===== src/rtl/counter_pkg.sv =====
`default_nettype none
// ============================================================================
// Module   : counter_pkg
// Purpose  : Shared types for the multi-channel counter core: counting modes
//            and the per-channel configuration word.
// Revision : 1.0 - initial release
// ============================================================================
package counter_pkg;

  // Counting mode. The reserved encoding behaves as free-run.
  typedef enum logic [1:0] {
    MODE_FREE    = 2'd0,
    MODE_RELOAD  = 2'd1,
    MODE_ONESHOT = 2'd2,
    MODE_RSVD    = 2'd3
  } mode_e;

  // Per-channel configuration word.
  typedef struct packed {
    logic  en;
    logic  dir;
    logic  ire;
    mode_e mode;
  } ch_cfg_t;

  localparam ch_cfg_t c_CFG_RESET = '{en: 1'b0, dir: 1'b0, ire: 1'b0, mode: MODE_FREE};

endpackage
`default_nettype wire


===== src/rtl/counter_channel.sv =====
`default_nettype none
// ============================================================================
// Module   : counter_channel
// Purpose  : One up/down counter channel with reload, compare, config and
//            registered less-than-threshold flag. Emits combinational tc and
//            match indications, valid for the current count.
// Revision : 1.0 - initial release
// ============================================================================
module counter_channel
  import counter_pkg::*;
#(
  parameter int              WIDTH     = 32,
  parameter longint unsigned LT_THRESH = 64'd1000
) (
  input  logic             clk,
  input  logic             reset,
  input  logic             count_we_i,
  input  logic [WIDTH-1:0] count_in_i,
  input  logic             config_we_i,
  input  ch_cfg_t          cfg_i,
  input  logic             reload_we_i,
  input  logic [WIDTH-1:0] reload_in_i,
  input  logic             compare_we_i,
  input  logic [WIDTH-1:0] compare_in_i,
  output logic [WIDTH-1:0] count_o,
  output logic [WIDTH-1:0] reload_o,
  output logic [WIDTH-1:0] compare_o,
  output ch_cfg_t          cfg_o,
  output logic             lt_o,
  output logic             tc_o,
  output logic             match_o
);

  localparam logic [WIDTH-1:0] c_ALL_ONES = '1;

  logic [WIDTH-1:0] count_q, count_d;
  logic [WIDTH-1:0] reload_q;
  logic [WIDTH-1:0] compare_q;
  ch_cfg_t          cfg_q, cfg_d;
  logic             lt_q;

  logic             w_bounded;
  logic             w_tc;
  logic [WIDTH-1:0] w_step;

  // Terminal-count detection and next count/config; a count load overrides counting.
  always_comb begin
    w_bounded = (cfg_q.mode == MODE_RELOAD) || (cfg_q.mode == MODE_ONESHOT);
    w_step    = cfg_q.dir ? (count_q + WIDTH'(1)) : (count_q - WIDTH'(1));
    w_tc      = 1'b0;
    if (cfg_q.en && !count_we_i) begin
      if (cfg_q.dir) begin
        w_tc = w_bounded ? (count_q == reload_q) : (count_q == c_ALL_ONES);
      end else begin
        w_tc = (count_q == '0);
      end
    end

    count_d = count_q;
    if (count_we_i) begin
      count_d = count_in_i;
    end else if (cfg_q.en) begin
      if (w_tc && (cfg_q.mode == MODE_RELOAD)) begin
        count_d = cfg_q.dir ? '0 : reload_q;
      end else if (w_tc && (cfg_q.mode == MODE_ONESHOT)) begin
        count_d = count_q;
      end else begin
        count_d = w_step;
      end
    end

    // A one-shot stops itself at terminal count unless software rewrites config.
    cfg_d = cfg_q;
    if (config_we_i) begin
      cfg_d = cfg_i;
    end else if (w_tc && (cfg_q.mode == MODE_ONESHOT)) begin
      cfg_d.en = 1'b0;
    end
  end

  // Channel state registers.
  always_ff @(posedge clk) begin
    if (reset) begin
      count_q   <= '0;
      reload_q  <= '0;
      compare_q <= c_ALL_ONES;
      cfg_q     <= c_CFG_RESET;
      lt_q      <= 1'b0;
    end else begin
      count_q <= count_d;
      cfg_q   <= cfg_d;
      lt_q    <= (64'(count_q) < LT_THRESH);
      if (reload_we_i) begin
        reload_q <= reload_in_i;
      end
      if (compare_we_i) begin
        compare_q <= compare_in_i;
      end
    end
  end

  assign count_o   = count_q;
  assign reload_o  = reload_q;
  assign compare_o = compare_q;
  assign cfg_o     = cfg_q;
  assign lt_o      = lt_q;
  assign tc_o      = w_tc;
  assign match_o   = cfg_q.en && (count_q == compare_q);

endmodule
`default_nettype wire


===== src/rtl/multi_channel_counter_core.sv =====
`default_nettype none
// ============================================================================
// Module   : multi_channel_counter_core
// Purpose  : N-channel counter peripheral core: write decode by channel
//            select, read mux, sticky per-channel status and registered irq.
// Revision : 1.0 - initial release
// ============================================================================
module multi_channel_counter_core
  import counter_pkg::*;
#(
  parameter int              NUM_CH    = 4,
  parameter int              WIDTH     = 32,
  parameter longint unsigned LT_THRESH = 64'd1000,
  localparam int             CH_W      = (NUM_CH > 1) ? $clog2(NUM_CH) : 1
) (
  input  logic              clk,
  input  logic              reset,
  input  logic [CH_W-1:0]   ch_sel,
  input  logic              count_we,
  input  logic [WIDTH-1:0]  count_in,
  input  logic              config_we,
  input  logic              en_in,
  input  logic              dir_in,
  input  logic              ire_in,
  input  logic [1:0]        mode_in,
  input  logic              reload_we,
  input  logic [WIDTH-1:0]  reload_in,
  input  logic              compare_we,
  input  logic [WIDTH-1:0]  compare_in,
  input  logic              status_clr_we,
  input  logic [NUM_CH-1:0] status_clr_in,
  output logic [WIDTH-1:0]  count_out,
  output logic [WIDTH-1:0]  reload_out,
  output logic [WIDTH-1:0]  compare_out,
  output logic              en_out,
  output logic              dir_out,
  output logic              ire_out,
  output logic [1:0]        mode_out,
  output logic              lt_out,
  output logic [NUM_CH-1:0] irq_status_out,
  output logic              irq_out
);

  logic [WIDTH-1:0]  w_count   [NUM_CH];
  logic [WIDTH-1:0]  w_reload  [NUM_CH];
  logic [WIDTH-1:0]  w_compare [NUM_CH];
  ch_cfg_t           w_cfg     [NUM_CH];
  logic [NUM_CH-1:0] w_lt;
  logic [NUM_CH-1:0] w_evt;
  logic [NUM_CH-1:0] w_ire;
  ch_cfg_t           w_cfg_in;

  logic [NUM_CH-1:0] status_q, status_d;
  logic              irq_q;

  assign w_cfg_in = '{en: en_in, dir: dir_in, ire: ire_in, mode: mode_e'(mode_in)};

  // One counter per channel; an out-of-range select matches no channel.
  for (genvar i = 0; i < NUM_CH; i++) begin : g_ch
    logic w_hit;
    logic w_tc;
    logic w_match;

    assign w_hit = (ch_sel == CH_W'(i));

    counter_channel #(
      .WIDTH     (WIDTH),
      .LT_THRESH (LT_THRESH)
    ) u_channel (
      .clk          (clk),
      .reset        (reset),
      .count_we_i   (count_we && w_hit),
      .count_in_i   (count_in),
      .config_we_i  (config_we && w_hit),
      .cfg_i        (w_cfg_in),
      .reload_we_i  (reload_we && w_hit),
      .reload_in_i  (reload_in),
      .compare_we_i (compare_we && w_hit),
      .compare_in_i (compare_in),
      .count_o      (w_count[i]),
      .reload_o     (w_reload[i]),
      .compare_o    (w_compare[i]),
      .cfg_o        (w_cfg[i]),
      .lt_o         (w_lt[i]),
      .tc_o         (w_tc),
      .match_o      (w_match)
    );

    assign w_evt[i] = w_tc || w_match;
    assign w_ire[i] = w_cfg[i].ire;
  end

  // Read mux of the selected channel; returns zero for an unmapped select.
  always_comb begin
    count_out   = '0;
    reload_out  = '0;
    compare_out = '0;
    en_out      = 1'b0;
    dir_out     = 1'b0;
    ire_out     = 1'b0;
    mode_out    = 2'd0;
    lt_out      = 1'b0;
    for (int i = 0; i < NUM_CH; i++) begin
      if (ch_sel == CH_W'(i)) begin
        count_out   = w_count[i];
        reload_out  = w_reload[i];
        compare_out = w_compare[i];
        en_out      = w_cfg[i].en;
        dir_out     = w_cfg[i].dir;
        ire_out     = w_cfg[i].ire;
        mode_out    = w_cfg[i].mode;
        lt_out      = w_lt[i];
      end
    end
  end

  // Sticky status: a new event beats a simultaneous write-1-to-clear.
  always_comb begin
    status_d = status_q & ~(status_clr_we ? status_clr_in : '0);
    status_d = status_d | w_evt;
  end

  // Status and level interrupt registers.
  always_ff @(posedge clk) begin
    if (reset) begin
      status_q <= '0;
      irq_q    <= 1'b0;
    end else begin
      status_q <= status_d;
      irq_q    <= |(status_q & w_ire);
    end
  end

  assign irq_status_out = status_q;
  assign irq_out        = irq_q;

endmodule
`default_nettype wire


===== config.mk =====
export PLATFORM = sky130hd
export DESIGN_NAME = multi_channel_counter_core
export DESIGN_NICKNAME = d
export VERILOG_FILES = /design/src/rtl/counter_pkg.sv /design/src/rtl/counter_channel.sv /design/src/rtl/multi_channel_counter_core.sv
export SDC_FILE = /design/constraint.sdc
export NUM_CORES = 2
export LEC_CHECK = 0
export CAP_MARGIN = 20
export CORE_UTILIZATION = 25
export CTS_CLUSTER_SIZE = 28
export DETAILED_ROUTE_END_ITERATION = 6
export DONT_BUFFER_PORTS = 1
export PLACE_DENSITY = 0.51
export SYNTH_ARGS = -nofsm -noshare
export SYNTH_HDL_FRONTEND = slang
export SYNTH_SLANG_ARGS = --single-unit

===== constraint.sdc =====
create_clock -name clk -period 5 [get_ports clk]
set_clock_uncertainty 0.2 [all_clocks]
set_input_delay 0.5 -clock clk [delete_from_list [all_inputs] [get_ports clk]]
set_output_delay 0.5 -clock clk [all_outputs]
set_load 0.005 [all_outputs]

* After elaboration in Yosys (flattened, before gate mapping)
Index checks and enable logic that the tools add are counted.
** Cells by class
- Add/sub/neg operators :: 8
- $mul :: 0
- Divide/modulo/power cells :: 0
- Order comparisons :: 4
- Equal/unequal tests :: 27
- Shift operators :: 0
- Mux-type cells :: 77
- Bitwise gates (word level) :: 4
- Reduce and logical (&&, ||, !) cells :: 62
** Operators by type and width (count)
- $mux W32 :: 36
- $eq A32 B32 Y1 :: 8
- $add A32 B1 Y32 const B :: 4
- $eq A32 B32 Y1 const B :: 4
- $logic_not A32 Y1 :: 4
- $lt A32 B10 Y1 const B :: 4
- $sub A32 B1 Y32 const B :: 4
- $mux W1 :: 36
- $logic_and A1 B1 Y1 :: 32
- $reduce_bool A2 Y1 :: 8
- $eq A2 B2 Y1 const B :: 6
- $ne A3 B1 Y1 const B :: 4
- $eq A2 B1 Y1 const B :: 5
- $and A4 B4 Y4 :: 2
- $logic_or A1 B1 Y1 :: 8
- $mux W2 :: 4
- $reduce_and A2 Y1 :: 4
- $logic_not A1 Y1 :: 4
- $mux W4 :: 1
- $not A4 Y4 :: 1
- $or A4 B4 Y4 :: 1
- $reduce_or A4 Y1 :: 1
- $logic_not A2 Y1 :: 1
** Storage, ports and cells
- Register bits after elaboration :: 413
- Bits in latches :: 0
- Bits in writable memories :: 0
- ROM bits :: 0
- Bits of input ports :: 114
- Output and inout bits :: 107
- Word-level logic and storage cells :: 216
- Memories :: 0

* Longest topological paths before layout
- Depth in word-level cells :: 10
- Mapped depth :: 15
- Depth with buffers taken out :: 11

* By module
A second synthesis with hierarchy kept.
** Unflattened totals
- Cell total of the unflattened synthesis :: 3703
- Area, all modules :: 31576.5 µm²
** By module, submodules not included
- counter_channel at g_ch[0].u_channel ... :: instances 2, cells an instance 878, area an instance 7214.4 µm², seq. area each 2042.0 µm²
- counter_channel at g_ch[2].u_channel :: instances 1, cells an instance 904, area an instance 7220.7 µm², seq. area each 2042.0 µm²
- counter_channel at g_ch[3].u_channel :: instances 1, cells an instance 878, area an instance 7179.4 µm², seq. area each 2042.0 µm²
- multi_channel_counter_core :: instances 1, cells an instance 165, area an instance 2747.6 µm², seq. area each 100.1 µm²

* Worst setup path before layout
Ideal clock, no wire load.
- Path type :: register -> register
- Start :: register g_ch[3].u_channel.cfg_q (netlist bit g_ch[3].u_channel.cfg_o[3])
- End :: register g_ch[3].u_channel.count_q[26]
- Library setup time :: 134 ps
- Arrival :: 4318 ps
- Data required time :: 4666 ps
- Path slack :: 348 ps
- Stages on the path, launching flop included :: 15
- Buffers on the path :: 3
- Clock period less this slack :: 4652 ps
- Path through :: dfxtp_1 clkbuf_2 inv_1 clkbuf_1 buf_1 ha_1 nor2b_1 o31a_1 o311ai_1 o21bai_1 a311oi_2 o21ai_1 a311o_1 nand3_1 a31oi_1
** On the way
- Longest elaborated chain between the ends :: 6
- Elaborated cells on any way between the ends :: 12
- Classes of those cells :: 1 x eq/ne; 8 x mux; 3 x reduce/logical
** RTL lines
- start: declaration :: line counter_channel.sv:39 : ch_cfg_t cfg_q, cfg_d;
- start signal: assignment :: line counter_channel.sv:87 : cfg_q <= c_CFG_RESET;
- start signal: assignment :: line counter_channel.sv:91 : cfg_q <= cfg_d;
- $mux W1 :: line counter_channel.sv:52 : if (cfg_q.dir) begin
- $mux W1 :: line counter_channel.sv:51 : if (cfg_q.en && !count_we_i) begin
- $logic_and A1 B1 Y1 :: line counter_channel.sv:63 : if (w_tc && (cfg_q.mode == MODE_RELOAD)) begin
- $mux W32 :: line counter_channel.sv:63
- $mux W32 :: line counter_channel.sv:62 : end else if (cfg_q.en) begin
- $mux W32 :: line counter_channel.sv:60 : if (count_we_i) begin
- end signal: assignment :: line counter_channel.sv:90 : count_q <= count_d;
- end: declaration :: line counter_channel.sv:36 : logic [WIDTH-1:0] count_q, count_d;
Parallel ways exist; a longest one is shown, timed or not. The select of a mux whose other input is x is not followed.
A chain may end at the register's enable or synchronous reset.

* Final worst setup path
- Start :: register g_ch[2].u_channel.cfg_q (netlist bit g_ch[2].u_channel.cfg_o[0])
- End :: register g_ch[2].u_channel.count_q[11]
** On the way
- Longest elaborated chain between the ends :: 9
- Elaborated cells on any way between the ends :: 13
- Classes of those cells :: 3 x eq/ne; 6 x mux; 4 x reduce/logical
** RTL lines
- start: declaration :: line counter_channel.sv:39
- start signal: assignment :: line counter_channel.sv:87
- start signal: assignment :: line counter_channel.sv:91
- $eq A2 B1 Y1 or $eq A2 B2 Y1 (tied branches) :: line counter_channel.sv:48, counter_channel.sv:63, counter_channel.sv:65
- $logic_or A1 B1 Y1 :: line counter_channel.sv:48 : w_bounded = (cfg_q.mode == MODE_RELOAD) || (cfg_q.mode == MODE_ONESHOT);
- $mux W1 :: line counter_channel.sv:53 : w_tc = w_bounded ? (count_q == reload_q) : (count_q == c_ALL_ONES);
- $mux W1 :: line counter_channel.sv:52
- $mux W1 :: line counter_channel.sv:51
- $logic_and A1 B1 Y1 :: line counter_channel.sv:63
- $mux W32 :: line counter_channel.sv:63
- $mux W32 :: line counter_channel.sv:62
- $mux W32 :: line counter_channel.sv:60
- end signal: assignment :: line counter_channel.sv:90
- end: declaration :: line counter_channel.sv:36
Parallel ways exist; a longest one is shown, timed or not. The select of a mux whose other input is x is not followed.

==> reports/summary.txt <==
status: finished with violations
failing checks: design-rule violations
H-tree levels: 2
slew of the pin with the lowest slew margin: 1.30 ns
Die H: 353 microns
Distinct cells, synth: 102
number of global-route vias before repair: 30.0k
Final Cycle Share: 89.1%
maximum clock rate: 224 MHz
Critical-path top delay cell: ha_1
nets@finish: 4146
Core ar.: 122000 sq um
Main synth FF type: dfxtp_1
drt initial violations: 4973
first-pass GRT wire length: 241 mm
Die ar.: 125000 sq um
crit-path max FO: 36
Post-synth EDFFs: 0
starting density of the core: 25.2%
Cell Chain, Critical Path: inv_1, ha_1, buf_4, nor3_1, a21o_1, a22oi_1, a2111oi_2, a31oi_2, o21ba_1, nand2_1, o21ai_0
flops & latches, synth: 413
clk_lat worst skew: 0.69 ns
number of antenna violations at the first check in global routing: 53
Final min period: 4.46 ns
Non-Filler Instances: 5586
Post-synth ARST share: 0%
clk buf depth: 3
DP HPWL: 130 mm
DRT Pass-1 Iters: 7
WL per Instance: 31.5 microns
PD cells: 331 nW/um^2
GPL Wtd Cong: 1.02
unrepaired setup endpoints after global routing: false
largest net degree at the start of global routing: 234
post-layout utilization of the core: 28.9%
final WL: 176 mm
CTS tree: built
Resized cells post-CTS: 0
Syn Nets: 4190
row cnt: 128
Root Buffer: clkbuf_16
Clk pin slew, worst setup/hold paths: 0.06 ns
cell count after placement: 5346
Setup crit start kind: register
sequential fraction of the synthesis area: 26.8%
synth warn: 0
via count: 33.7k
Worst slew margin: 13.3%
Peak supply drop: 0.000255 V
Area Overhead vs Synth: 14.5%
hold crit path type: in -> reg
total gr overflow: 0
Mapped Cells: 3944
Critical Path Max Stage Delay: 0.96 ns
Syn Area/Cell: 7.81 sq um
Final setup viols: 0
Mapped Area: 30800 sq um
CTS buffer count: 52
final slew viol count: 0
layout cells sized above 1: 8.45%
WP data required: 5.35 ns
DRC: 1
die width: 353 microns
# port buffers: 0
I/O pins: 221
drt via density: 6.03
P_leak: 13.0 nW
critical path arrival: 4.81 ns
Final TNS setup: 0 ns
max_cap viols: 0
Total GRT Usage: 27.0%
final hold viol count: 0
critical path endpoint category: register
CTS sink cnt: 413
Antenna Nets Post-Route: 0
crit path kind: reg -> reg
==> layer usage <==
layer / wire (microns) / vias to the layer above / track usage, %
met3: 26600 / 502 / 12.1
met1: 67100 / 16382 / 33.9
met4: 8960 / 18 / 11.6
met2: 72900 / 2322 / 39.6
met5: 111 / - / 0
li1: - / 14446 / -
==> synth_stat cells, drive strengths merged, types with 11 or more instances <==
cell type,instances,area (sq um)
or4bb,12,135
nor2b,22,138
buf,87,480
a31oi,53,338
xnor2,165,1450
mux4,102,2300
a221oi,14,129
nand4bb,31,349
clkbuf,219,827
nor3b,12,90.1
nand2,712,2670
or3,49,307
o32ai,28,245
o21ai,145,729
nor4,97,653
o21bai,14,109
o21a,20,150
o211ai,28,215
a21o,48,360
o22ai,60,375
inv,73,274
dfxtp,413,8270
xor2,118,1030
a222oi,17,170
mux2i,14,140
nand3,190,951
a211oi,44,330
nor2,227,877
a22oi,58,435
ha,128,1600
a311oi,22,199
o31ai,11,96.3
nand2b,28,175
and2,21,134
a21oi,383,1930
nor3,52,265
nand4,44,275
and3,38,238
==> cells by family after synthesis <==
kind of cell	Yosys count	synth area share (%)
compound gates	1046	21.9
xor+xnor	283	8.05
fa+ha+maj	132	5.46
buf+inv	379	5.13
flops	413	26.8
mux	116	7.91
simple gates	1575	24.7
==> state kept, by name, indices dropped and copies added, names as in the netlist <==
register and flops:
g_ch.u_channel.compare_o 128, g_ch.u_channel.count_o 128, g_ch.u_channel.reload_o 128, g_ch.u_channel.cfg_o 20, g_ch.u_channel.lt_o 4, irq_status_out 4
irq_out 1
==> path summary, 6_finish.rpt <==
path,cells past startpoint,endpoint,startpoint,slack [ns]
setup / recovery,11,g_ch[2].u_channel.count_o[11]$_SDFFE_PP0P_,g_ch[2].u_channel.cfg_o[0]$_SDFFE_PP0P_,0.54
setup reg to reg,11,g_ch[2].u_channel.count_o[11]$_SDFFE_PP0P_,g_ch[2].u_channel.cfg_o[0]$_SDFFE_PP0P_,0.54
hold / removal,3,g_ch[2].u_channel.count_o[24]$_SDFFE_PP0P_,count_in[24],0.02
hold reg to reg,2,g_ch[1].u_channel.cfg_o[2]$_SDFFE_PP0P_,g_ch[1].u_channel.cfg_o[2]$_SDFFE_PP0P_,0.28
==> metrics by stage <==
step	setup slack (ns)	total power [mW]	cell area, sq um	hold WS, ns
floorplan	0.348	6.31	30800	0.247
global placement	0.706	7.37	32200	0.270
detailed placement	0.720	7.37	32200	0.271
CTS	0.704	11.5	35200	0.00802
global route	0.367	12.1	35300	0.0361
finish	0.545	11.7	35300	0.0202
==> critical path: cells and delay by family, from the launching register on <==
| family | cells | cell delay [ns] |
|---|---|---|
| compound gates | 6 | 2.07 |
| fa+ha+maj | 1 | 0.96 |
| simple gates | 2 | 0.39 |
| flops | 1 | 0.37 |
| buf+inv | 2 | 0.34 |
==> area by class of cell <==
type,instances,area (sq um)
multi-input cells,3152,21000
diodes,22,55.1
repair buffers,208,1920
well taps,1625,2030
inverters,73,277
fillers,13196,86700
flip-flops and latches,413,8270
clock buffers,69,1480
clock inverters,24,254
==> where the power goes <==
part / internal [mW] / switching, mW / leakage, nW
registers: 3.47 / 0.548 / 3.37
logic: 1.49 / 2.18 / 8.74
clock network: 2.28 / 1.72 / 0.841
total: 7.24 / 4.44 / 13.0
==> timing repair <==
item | CTS | global route
hold buffers | 125 | 0
endpoints found under the hold margin | 406 | 0
setup buffers | 0 | 0
==> cells in the final DEF, fill, tap and decap left out, types with 17 or more instances in the layout <==
cell type / instances
nor3_1: 51
inv_1: 69
xor2_1: 118
o32ai_1: 28
or3_1: 49
a211oi_1: 44
buf_4: 81
xnor2_1: 165
o22ai_1: 60
nor4_1: 90
dfxtp_1: 413
nand4_1: 44
a31oi_1: 52
clkbuf_16: 53
nor2b_1: 22
nor2_1: 221
nand4bb_1: 31
ha_1: 128
diode_2: 22
a222oi_1: 17
a21oi_1: 381
a311oi_1: 21
dlygate4sd3_1: 124
o21a_1: 20
o21ai_0: 137
nand2b_1: 28
nand2_1: 708
a21o_1: 48
o211ai_1: 27
a22oi_1: 58
nand3_1: 188
and3_1: 36
mux4_2: 102
(Power assumes the default switching activity.)
